--- config.mk ---
export PLATFORM = sky130hd
export DESIGN_NAME = branch_predictor_ctrl_flat
export DESIGN_NICKNAME = d
export VERILOG_FILES = /design/src/rtl/branch_predictor_ctrl_if.sv /design/src/rtl/branch_predictor_ctrl.sv /design/src/flat_wrapper.sv
export SDC_FILE = /design/constraint.sdc
export NUM_CORES = 1
export LEC_CHECK = 0
export CAP_MARGIN = 30
export CORE_MARGIN = 5
export CORE_UTILIZATION = 53
export CTS_CLUSTER_SIZE = 8
export DETAILED_ROUTE_END_ITERATION = 6
export GPL_TIMING_DRIVEN = 0
export PLACE_DENSITY = 0.74
export SETUP_SLACK_MARGIN = 0.15
export SYNTH_ARGS = -nofsm -noshare
export SYNTH_HDL_FRONTEND = slang
export SYNTH_SLANG_ARGS = --single-unit
--- constraint.sdc ---
create_clock -name i_clk -period 5 [get_ports i_clk]
set_input_delay 0.75 -clock i_clk [delete_from_list [all_inputs] [get_ports i_clk]]
set_output_delay 0.75 -clock i_clk [all_outputs]
set_load 0.01 [all_outputs]
--- src/rtl/branch_predictor_ctrl_if.sv ---
// Fetch-side lookup and execute-side resolve signals of the branch predictor.
interface branch_predictor_ctrl_if #(
    parameter int CNT_W = 32
);
    logic [31:0]      i_pc_f;
    logic             o_pred_taken_f;
    logic [31:0]      o_pred_target_f;
    logic             i_branch_e;
    logic             i_branch_taken_e;
    logic [31:0]      i_pc_e;
    logic [31:0]      i_pc_plus4_e;
    logic [31:0]      i_target_e;
    logic             i_pred_taken_e;
    logic [31:0]      i_pred_target_e;
    logic             i_stall_e;
    logic             o_mispredict_e;
    logic [31:0]      o_redirect_pc_e;
    logic [CNT_W-1:0] o_branch_cnt;
    logic [CNT_W-1:0] o_mispred_cnt;

    modport master (
        output i_pc_f, i_branch_e, i_branch_taken_e, i_pc_e, i_pc_plus4_e,
               i_target_e, i_pred_taken_e, i_pred_target_e, i_stall_e,
        input  o_pred_taken_f, o_pred_target_f, o_mispredict_e,
               o_redirect_pc_e, o_branch_cnt, o_mispred_cnt
    );

    modport slave (
        input  i_pc_f, i_branch_e, i_branch_taken_e, i_pc_e, i_pc_plus4_e,
               i_target_e, i_pred_taken_e, i_pred_target_e, i_stall_e,
        output o_pred_taken_f, o_pred_target_f, o_mispredict_e,
               o_redirect_pc_e, o_branch_cnt, o_mispred_cnt
    );
endinterface

--- src/rtl/branch_predictor_ctrl.sv ---
// Direct-mapped 2-bit counter predictor with tagged BTB and mispredict redirect.
//
// Per-entry counter states:
//   state    | meaning
//   SNT (00) | strongly not taken
//   WNT (01) | weakly not taken (reset value)
//   WT  (10) | weakly taken (value on allocation)
//   ST  (11) | strongly taken
module branch_predictor_ctrl #(
    parameter int IDX_W = 4,
    parameter int TAG_W = 8,
    parameter int CNT_W = 32
) (
    input  logic                    i_clk,
    input  logic                    i_rst,
    branch_predictor_ctrl_if.slave  bus
);
    localparam int DEPTH = 1 << IDX_W;

    localparam logic [1:0] SNT = 2'b00;
    localparam logic [1:0] WNT = 2'b01;
    localparam logic [1:0] WT  = 2'b10;
    localparam logic [1:0] ST  = 2'b11;

    logic             valid_q  [DEPTH];
    logic [TAG_W-1:0] tag_q    [DEPTH];
    logic [31:0]      target_q [DEPTH];
    logic [1:0]       ctr_q    [DEPTH];
    logic [CNT_W-1:0] branch_cnt_q;
    logic [CNT_W-1:0] mispred_cnt_q;

    logic [IDX_W-1:0] idx_f, idx_e;
    logic [TAG_W-1:0] tag_f, tag_e;
    logic             hit_f, hit_e;
    logic             upd, mismatch;
    logic [1:0]       ctr_nxt;

    assign idx_f = bus.i_pc_f[IDX_W+1:2];
    assign tag_f = bus.i_pc_f[IDX_W+TAG_W+1:IDX_W+2];
    assign idx_e = bus.i_pc_e[IDX_W+1:2];
    assign tag_e = bus.i_pc_e[IDX_W+TAG_W+1:IDX_W+2];

    // Bits outside index/tag fields do not take part in prediction.
    logic unused_pc_bits;
    assign unused_pc_bits = ^{bus.i_pc_f[31:IDX_W+TAG_W+2], bus.i_pc_f[1:0],
                              bus.i_pc_e[31:IDX_W+TAG_W+2], bus.i_pc_e[1:0]};

    assign hit_f    = valid_q[idx_f] && (tag_q[idx_f] == tag_f);
    assign hit_e    = valid_q[idx_e] && (tag_q[idx_e] == tag_e);
    assign upd      = bus.i_branch_e && !bus.i_stall_e;
    assign mismatch = (bus.i_branch_taken_e != bus.i_pred_taken_e) ||
                      (bus.i_branch_taken_e && bus.i_pred_taken_e &&
                       (bus.i_pred_target_e != bus.i_target_e));

    // Next counter state for the entry being trained; a miss allocates at WT.
    always_comb begin
        ctr_nxt = WT;
        if (hit_e) begin
            unique case (ctr_q[idx_e])
                SNT:     ctr_nxt = bus.i_branch_taken_e ? WNT : SNT;
                WNT:     ctr_nxt = bus.i_branch_taken_e ? WT  : SNT;
                WT:      ctr_nxt = bus.i_branch_taken_e ? ST  : WNT;
                default: ctr_nxt = bus.i_branch_taken_e ? ST  : WT;
            endcase
        end
    end

    // Table and performance counter state; reset overrides any pending update.
    always_ff @(posedge i_clk) begin
        if (i_rst) begin
            for (int i = 0; i < DEPTH; i++) begin
                valid_q[i]  <= 1'b0;
                tag_q[i]    <= '0;
                target_q[i] <= '0;
                ctr_q[i]    <= WNT;
            end
            branch_cnt_q  <= '0;
            mispred_cnt_q <= '0;
        end else if (upd) begin
            if (hit_e || bus.i_branch_taken_e) begin
                valid_q[idx_e] <= 1'b1;
                tag_q[idx_e]   <= tag_e;
                ctr_q[idx_e]   <= ctr_nxt;
                if (bus.i_branch_taken_e)
                    target_q[idx_e] <= bus.i_target_e;
            end
            if (branch_cnt_q != {CNT_W{1'b1}})
                branch_cnt_q <= branch_cnt_q + CNT_W'(1);
            if (mismatch && (mispred_cnt_q != {CNT_W{1'b1}}))
                mispred_cnt_q <= mispred_cnt_q + CNT_W'(1);
        end
    end

    // Lookup and resolve outputs, purely combinational from current state.
    always_comb begin
        bus.o_pred_taken_f  = hit_f && ctr_q[idx_f][1];
        bus.o_pred_target_f = hit_f ? target_q[idx_f] : 32'd0;
        bus.o_mispredict_e  = upd && mismatch;
        bus.o_redirect_pc_e = bus.i_branch_taken_e ? bus.i_target_e : bus.i_pc_plus4_e;
        bus.o_branch_cnt    = branch_cnt_q;
        bus.o_mispred_cnt   = mispred_cnt_q;
    end
endmodule

--- src/flat_wrapper.sv ---
// flat-port wrapper written by rule: the top's interface ports become plain ports
module branch_predictor_ctrl_flat 
#(
    parameter int IDX_W = 4,
    parameter int TAG_W = 8,
    parameter int CNT_W = 32
)
  (i_clk, i_rst, bus_i_pc_f, bus_i_branch_e, bus_i_branch_taken_e, bus_i_pc_e, bus_i_pc_plus4_e, bus_i_target_e, bus_i_pred_taken_e, bus_i_pred_target_e, bus_i_stall_e, bus_o_pred_taken_f, bus_o_pred_target_f, bus_o_mispredict_e, bus_o_redirect_pc_e, bus_o_branch_cnt, bus_o_mispred_cnt);
  branch_predictor_ctrl_if #(.CNT_W(CNT_W)) bus_i ();
  input  logic i_clk;
  input  logic i_rst;
  input wire logic [$bits(bus_i.i_pc_f)-1:0] bus_i_pc_f;
  input wire logic [$bits(bus_i.i_branch_e)-1:0] bus_i_branch_e;
  input wire logic [$bits(bus_i.i_branch_taken_e)-1:0] bus_i_branch_taken_e;
  input wire logic [$bits(bus_i.i_pc_e)-1:0] bus_i_pc_e;
  input wire logic [$bits(bus_i.i_pc_plus4_e)-1:0] bus_i_pc_plus4_e;
  input wire logic [$bits(bus_i.i_target_e)-1:0] bus_i_target_e;
  input wire logic [$bits(bus_i.i_pred_taken_e)-1:0] bus_i_pred_taken_e;
  input wire logic [$bits(bus_i.i_pred_target_e)-1:0] bus_i_pred_target_e;
  input wire logic [$bits(bus_i.i_stall_e)-1:0] bus_i_stall_e;
  output wire logic [$bits(bus_i.o_pred_taken_f)-1:0] bus_o_pred_taken_f;
  output wire logic [$bits(bus_i.o_pred_target_f)-1:0] bus_o_pred_target_f;
  output wire logic [$bits(bus_i.o_mispredict_e)-1:0] bus_o_mispredict_e;
  output wire logic [$bits(bus_i.o_redirect_pc_e)-1:0] bus_o_redirect_pc_e;
  output wire logic [$bits(bus_i.o_branch_cnt)-1:0] bus_o_branch_cnt;
  output wire logic [$bits(bus_i.o_mispred_cnt)-1:0] bus_o_mispred_cnt;
  assign bus_i.i_pc_f = bus_i_pc_f;
  assign bus_i.i_branch_e = bus_i_branch_e;
  assign bus_i.i_branch_taken_e = bus_i_branch_taken_e;
  assign bus_i.i_pc_e = bus_i_pc_e;
  assign bus_i.i_pc_plus4_e = bus_i_pc_plus4_e;
  assign bus_i.i_target_e = bus_i_target_e;
  assign bus_i.i_pred_taken_e = bus_i_pred_taken_e;
  assign bus_i.i_pred_target_e = bus_i_pred_target_e;
  assign bus_i.i_stall_e = bus_i_stall_e;
  assign bus_o_pred_taken_f = bus_i.o_pred_taken_f;
  assign bus_o_pred_target_f = bus_i.o_pred_target_f;
  assign bus_o_mispredict_e = bus_i.o_mispredict_e;
  assign bus_o_redirect_pc_e = bus_i.o_redirect_pc_e;
  assign bus_o_branch_cnt = bus_i.o_branch_cnt;
  assign bus_o_mispred_cnt = bus_i.o_mispred_cnt;
  branch_predictor_ctrl #(.IDX_W(IDX_W), .TAG_W(TAG_W), .CNT_W(CNT_W)) u_core (.i_clk(i_clk), .i_rst(i_rst), .bus(bus_i));
endmodule
==> flow_summary.yaml, run 1 <==
floorplanning:
  coreArea_um2: 68200
  io_pins: 296
  initial_core_util_pct: 53.2
  fp.dieH_um: 272
  rows: 96
  die_w_um: 272
  design.die.area_um2: 73800
synth:
  synth.avg_cell_area_um2: 14.1
  synth_nets: 2741
  yosysWarningCount: 0
  dominantRegCellSynth: "edfxtp_1"
  syn_area_um2: 36300
  synth_cell_types: 62
  async_reset_ff_share_pct: 0
  yosysSeqAreaShare_pct: 60.0
  synth-seq-cells: 752
  synth_cells: 2572
  synth-edff-count: 672
place:
  dp_hpwl_mm: 81.6
  place_area_um2: 40600
  placed_cells: 3730
  gp_congestion: 0.919
  io_buffers: 242
  preCtsSetupSlack_ns: -1.51
power:
  p_sw_w: 0.00356
  switching_share_pct: 23.6
  internal-power_w: 0.0115
  power_density_nw_per_um2: 346
  clock_power_share_pct: 42.2
  peakVddDrop_v: 0.000271
  power_frac_seq_pct: 47.9
  combPwrFrac_pct: 9.8
  leakage_nw: 15.7
critical_path:
  worstPathMaxFanout: 10
  crit_chain: "buf_4 > buf_12 > mux4_2 > mux4_2 > xor2_1 > nor4_1 > nand3_2 > buf_4 > clkbuf_4 > nor2b_4 > clkdlybuf4s50_1"
  path_delay_family: "buffers and inverters"
  cp_num_buf_inv: 5
  arrival_ns: 4.15
  worst-setup-path-type: "in -> out"
  required_ns: 4.25
  cp-end-kind: "primary output"
  cp_slowest_cell: "clkdlybuf4s50_1"
  cpPeakStageDelay_ns: 0.59
  startpoint_type: "input port"
grt:
  antenna_found_initial: 2
  grt_pass1_vias: 26400
  overflow: 0
  grt_pass1_wl_mm: 171
  grtUsageTotal_pct: 31.3
  grt_max_degree: 33
timing:
  timing.setup.tns_ns: 0
  fmax_mhz: 204
  skew_ns: 0.0220
  drv_slew: 0
  worst_pin_slew_ns: 1.10
  period_needed_ns: 4.90
  rsz0062_at_grt: "yes"
  finalSetupViolCount: 0
  slew_headroom_pct: 26.5
  finalHoldViolations: 0
  post-route-period-util_pct: 98.0
  setup_slack_ns: 0.102
clocking:
  cts.sinks: 752
  cts_buffer_depth: 3
  cts_htree_levels: 3
  cts_tree: "yes"
  clock_latency_ns: 0.67
  cts_made_buffers: 104
  holdBufCountCts: 0
  ctsRootBufferMaster: "clkbuf_16"
  worst_setup_hold_path_clk_slew_ns: 0.05
layout:
  design_area_um2: 43600
  fin_cells: 3868
  drive_above_1_share_pct: 18.6
  area_growth_pct: 20.2
  nFillCells: 4851
  nets: 3125
detailed_routing:
  viasPerCell: 6.62
  via_count: 25600
  ant_nets: 0
  drt_iter0_markers: 3623
  wl_per_cell_um: 30.4
  routed_wl_mm: 117
  drt_pre_antenna_iters: 5
  drc: 0
status:
  status: "complete, no violations"
run:
  cap_violations: 0
worst_hold_path:
  hold_class: "reg -> reg"
## worst paths after layout
path	start	to	slack (ns)	cells after the start
worst max-delay path	bus_i_pc_f[2]	bus_o_pred_target_f[30]	0.10	11
worst min-delay path	u_core.valid_q[1]$_DFF_P_	u_core.valid_q[1]$_DFF_P_	0.47	2
worst max register to register	u_core.tag_q[7][5]$_SDFFCE_PN0P_	u_core.tag_q[10][6]$_SDFFCE_PN0P_	0.84	8
worst min register to register	u_core.valid_q[1]$_DFF_P_	u_core.valid_q[1]$_DFF_P_	0.47	2
## cells in the mapped netlist, drive strengths merged (4+ instances only)
cell type | number | share of area [%]
or3 | 24 | 0.43
nand4 | 19 | 0.33
inv | 26 | 0.27
o31ai | 9 | 0.24
mux2i | 23 | 0.63
dfxtp | 80 | 4.4
and2 | 203 | 3.5
nor3 | 23 | 0.32
nor2b | 47 | 0.81
and3 | 327 | 5.6
nand2 | 129 | 1.4
edfxtp | 672 | 56
o21ai | 46 | 0.63
nand3 | 33 | 0.46
nor4 | 15 | 0.26
buf | 50 | 0.75
or4 | 7 | 0.14
a22o | 8 | 0.19
and4 | 5 | 0.12
mux2 | 43 | 1.3
a22oi | 4 | 0.083
xnor2 | 17 | 0.41
nand2b | 7 | 0.12
xor2 | 60 | 1.4
a21oi | 31 | 0.43
nor2 | 201 | 2.1
clkbuf | 185 | 1.9
mux4 | 245 | 15
## layout make-up
| class | count | area [um2] | area share (%) |
|---|---|---|---|
| Clock buffer | 130 | 2720 | 6.24 |
| Sequential cell | 752 | 21800 | 49.9 |
| Buffer | 235 | 1080 | 2.47 |
| Tap cell | 882 | 1100 | 2.53 |
| Inverter | 26 | 97.6 | 0.224 |
| Timing Repair Buffer | 278 | 3110 | 7.12 |
| Clock inverter | 5 | 88.8 | 0.204 |
| Antenna cell | 1 | 2.50 | 0.00573 |
| Multi-Input combinational cell | 1559 | 13700 | 31.3 |
## power groups by stage
stage / Combinational (W) / Clock [W] / Sequential, W
after detailed placement: 0.00144 / 0 / 0.00735
after global placement: 0.00135 / 0 / 0.00735
after CTS: 0.00146 / 0.00638 / 0.00724
final: 0.00148 / 0.00638 / 0.00724
after floorplan: 0.000798 / 0 / 0.00731
after global routing: 0.00153 / 0.00667 / 0.00725
## per-layer routing
metal / part of all wire (%) / vias to the layer above / GRT usage (%)
met5: 0.014 / - / 0
met4: 5.1 / 2 / 14.6
met3: 12 / 380 / 7.19
met2: 49 / 1965 / 52.2
met1: 34 / 12800 / 39.1
li1: - / 10500 / -
## state kept, by name, summed over array words and instances (netlist names)
| name | count |
|---|---|
| u_core.ctr_q | 32 |
| u_core.bus.o_mispred_cnt | 32 |
| u_core.target_q | 512 |
| u_core.tag_q | 128 |
| u_core.valid_q | 16 |
| u_core.bus.o_branch_cnt | 32 |
## placed cells by master (no fill, tap or decap), drive strengths merged, types with 60 or more instances in the layout
| cell type | instances |
|---|---|
| nor2 | 201 |
| dfxtp | 80 |
| nand2 | 129 |
| xor2 | 60 |
| clkdlybuf4s50 | 236 |
| buf | 85 |
| clkbuf | 315 |
| and3 | 327 |
| and2 | 203 |
| edfxtp | 672 |
| mux4 | 245 |
## through the flow
stage               hold WS [ns]  util (%)  total power (W)
finish                     0.469      64.0           0.0151
CTS                        0.473      63.9           0.0151
global route               0.503      64.0           0.0155
global placement           0.460      58.4          0.00869
detailed placement         0.462      59.5          0.00879
floorplan                  0.441         -          0.00811
## logic make-up after synthesis
group | count (synthesis) | share of synthesized area (%)
mux | 311 | 17.2
buf+inv | 261 | 2.93
xor+xnor | 77 | 1.86
fa+ha+maj | 3 | 0.103
simple gates | 1045 | 15.7
compound gates | 123 | 2.22
flops | 752 | 60.0
## worst min-delay path, cell delays in order (launching register included)
cell	delay (ns)
dfxtp_1	0.31
inv_1	0.05
o21ai_1	0.06
## timing repair
action / in CTS / in global routing
setup endpoints to repair: 173 / 152
pin swaps: 1 / 1
setup buffers: 1 / 0
resized for setup: 81 / 22
No activity file was read; power rests on OpenSTA's default activity.
==> inputs of run 2 (changes only) <==
Settings changed: CORE_MARGIN 5 to default.
==> run 2 against run 1 <==
Worst setup slack better by 0.044 ns. Worst hold slack better by 0.0059 ns. Sequential share of layout area is 0.17 points higher. Wire length is 1.5% lower. Combinational power hardly changed. Global-route usage is 2.0 points higher. Total power is 0.74% lower. Design area is 0.34% lower. Via count is 0.21% lower. Die area is 5.8% lower. Clock skew is 0.0020 ns higher. Sequential power hardly changed. Largest cell class unchanged.
==> flow_summary.yaml, run 2 (synthesized netlist as in run 1, its figures left out) <==
timing:
  period_needed_ns: 4.85
  finalHoldViolations: 0
  skew_ns: 0.0241
  hold-worst-slack_ns: 0.475
  rsz0062_at_grt: "yes"
  fmax_mhz: 206
  finalSetupViolCount: 0
  post-route-period-util_pct: 97.1
  slew_headroom_pct: 28.3
  worst_pin_slew_ns: 1.07
  drv_slew: 0
grt:
  antenna_found_initial: 7
  grt_max_degree: 33
  grtUsageTotal_pct: 33.2
  grtUsageMet3_pct: 7.72
  grt_pass1_vias: 25900
  globalRouteMet1Util_pct: 41.7
  overflow: 0
  grt_pass1_wl_mm: 168
  busiest_layer: "met2"
  use_met2_pct: 54.4
detailed_routing:
  wl_per_cell_um: 30.0
  drt_pre_antenna_iters: 7
  via_count: 25600
  routed_wl_mm: 116
  ant_nets: 0
  drt_iter0_markers: 3644
  viasPerCell: 6.62
  drc: 0
clocking:
  cts_tree: "yes"
  cts_buffer_depth: 3
  holdBufCountCts: 0
  cts.sinks: 752
  cts_made_buffers: 103
  worst_setup_hold_path_clk_slew_ns: 0.06
  clock_latency_ns: 0.66
  ctsRootBufferMaster: "clkbuf_16"
  cts_htree_levels: 3
run:
  cap_violations: 0
critical_path:
  required_ns: 4.25
  reg2reg_slack_ns: 0.90
  startpoint_type: "input port"
  arrival_ns: 4.10
  cp-end-kind: "primary output"
  worstPathMaxFanout: 10
  worst-setup-path-type: "in -> out"
floorplanning:
  die_w_um: 264
  coreArea_um2: 67500
  rows: 95
  initial_core_util_pct: 53.8
  io_pins: 296
  fp.dieH_um: 264
  design.die.area_um2: 69500
layout:
  area_growth_pct: 19.8
  final_common_cell: "edfxtp_1"
  regMostFlops: "u_core.target_q"
  fin_cells: 3859
  design_area_um2: 43500
  final_cell_mix: "edfxtp_1, and3_1, mux4_2"
  drive_above_1_share_pct: 18.4
  nets: 3125
  largest_register_ffs: 512
  reg_top3: "u_core.target_q (512), u_core.tag_q (128)"
power:
  peakVddDrop_v: 0.000289
  power_density_nw_per_um2: 345
  leakage_nw: 15.7
place:
  gp_congestion: 0.918
  place_area_um2: 40500
  dp_hpwl_mm: 79.7
  io_buffers: 242
  placed_cells: 3718
worst_hold_path:
  hold_class: "reg -> reg"
status:
  status: "complete, no violations"
==> run 2: cell count changes in the layout (fill, tap and decap cells not counted), sizes merged <==
cell / change
clkdlybuf4s15: +1
clkdlybuf4s50: +1
inv: -2
clkinv: +3
clkbuf: -3
dlymetal6s2s: -1
diode: +1
==> run 2: metrics by stage <==
step,total power [W],setup TNS [ns],setup slack (ns),utilization [%]
floorplan,0.00811,0,0.178,-
global placement,0.00869,-1018.47,-3.26,59.0
detailed placement,0.00878,-137.17,-1.52,60.0
CTS,0.0149,0,0.167,64.3
global route,0.0153,0,0.112,64.4
finish,0.0150,0,0.146,64.4
==> run 2: final timing paths <==
path | cells past startpoint | from | end
setup / recovery | 8 | bus_i_pc_f[3] | bus_o_pred_taken_f
setup reg to reg | 8 | u_core.tag_q[7][5]$_SDFFCE_PN0P_ | u_core.tag_q[3][5]$_SDFFCE_PN0P_
hold / removal | 2 | u_core.valid_q[1]$_DFF_P_ | u_core.valid_q[1]$_DFF_P_
hold reg to reg | 2 | u_core.valid_q[1]$_DFF_P_ | u_core.valid_q[1]$_DFF_P_
==> run 2: power breakdown <==
group | switching (W) | internal [W] | total, W
Sequential | 0.000102 | 0.00713 | 0.00724
Combinational | 0.000829 | 0.000644 | 0.00147
Clock | 0.00260 | 0.00368 | 0.00628
Total | 0.00353 | 0.0115 | 0.0150
==> run 2: critical path, cell delays in order <==
cell	delay [ns]
buf_2	0.27
buf_4	0.32
buf_4	0.32
clkbuf_1	0.81
mux4_2	0.43
mux4_2	0.54
nor2b_1	0.16
clkdlybuf4s50_1	0.48
==> run 2: area by class of cell <==
type                    count  area (um2)
flip-flops and latches    752       21800
repair buffers            279        3040
plain buffers             235        1080
multi-input cells        1559       13600
diodes                      2        5.00
clock inverters             6        93.8
well taps                 873        1090
fillers                  4792       24000
inverters                  26        97.6
clock buffers             127        2670
==> run 2: timing repair <==
item	CTS	global route
setup endpoints to repair	152	114
pin swaps	1	1
setup buffers	1	0
resized for setup	77	23
==> run 2: routing by layer <==
metal	vias up	share of wire, %
met1	12800	35
met3	351	12
li1	10500	-
met2	1937	48
met4	4	5.2
met5	-	0.016
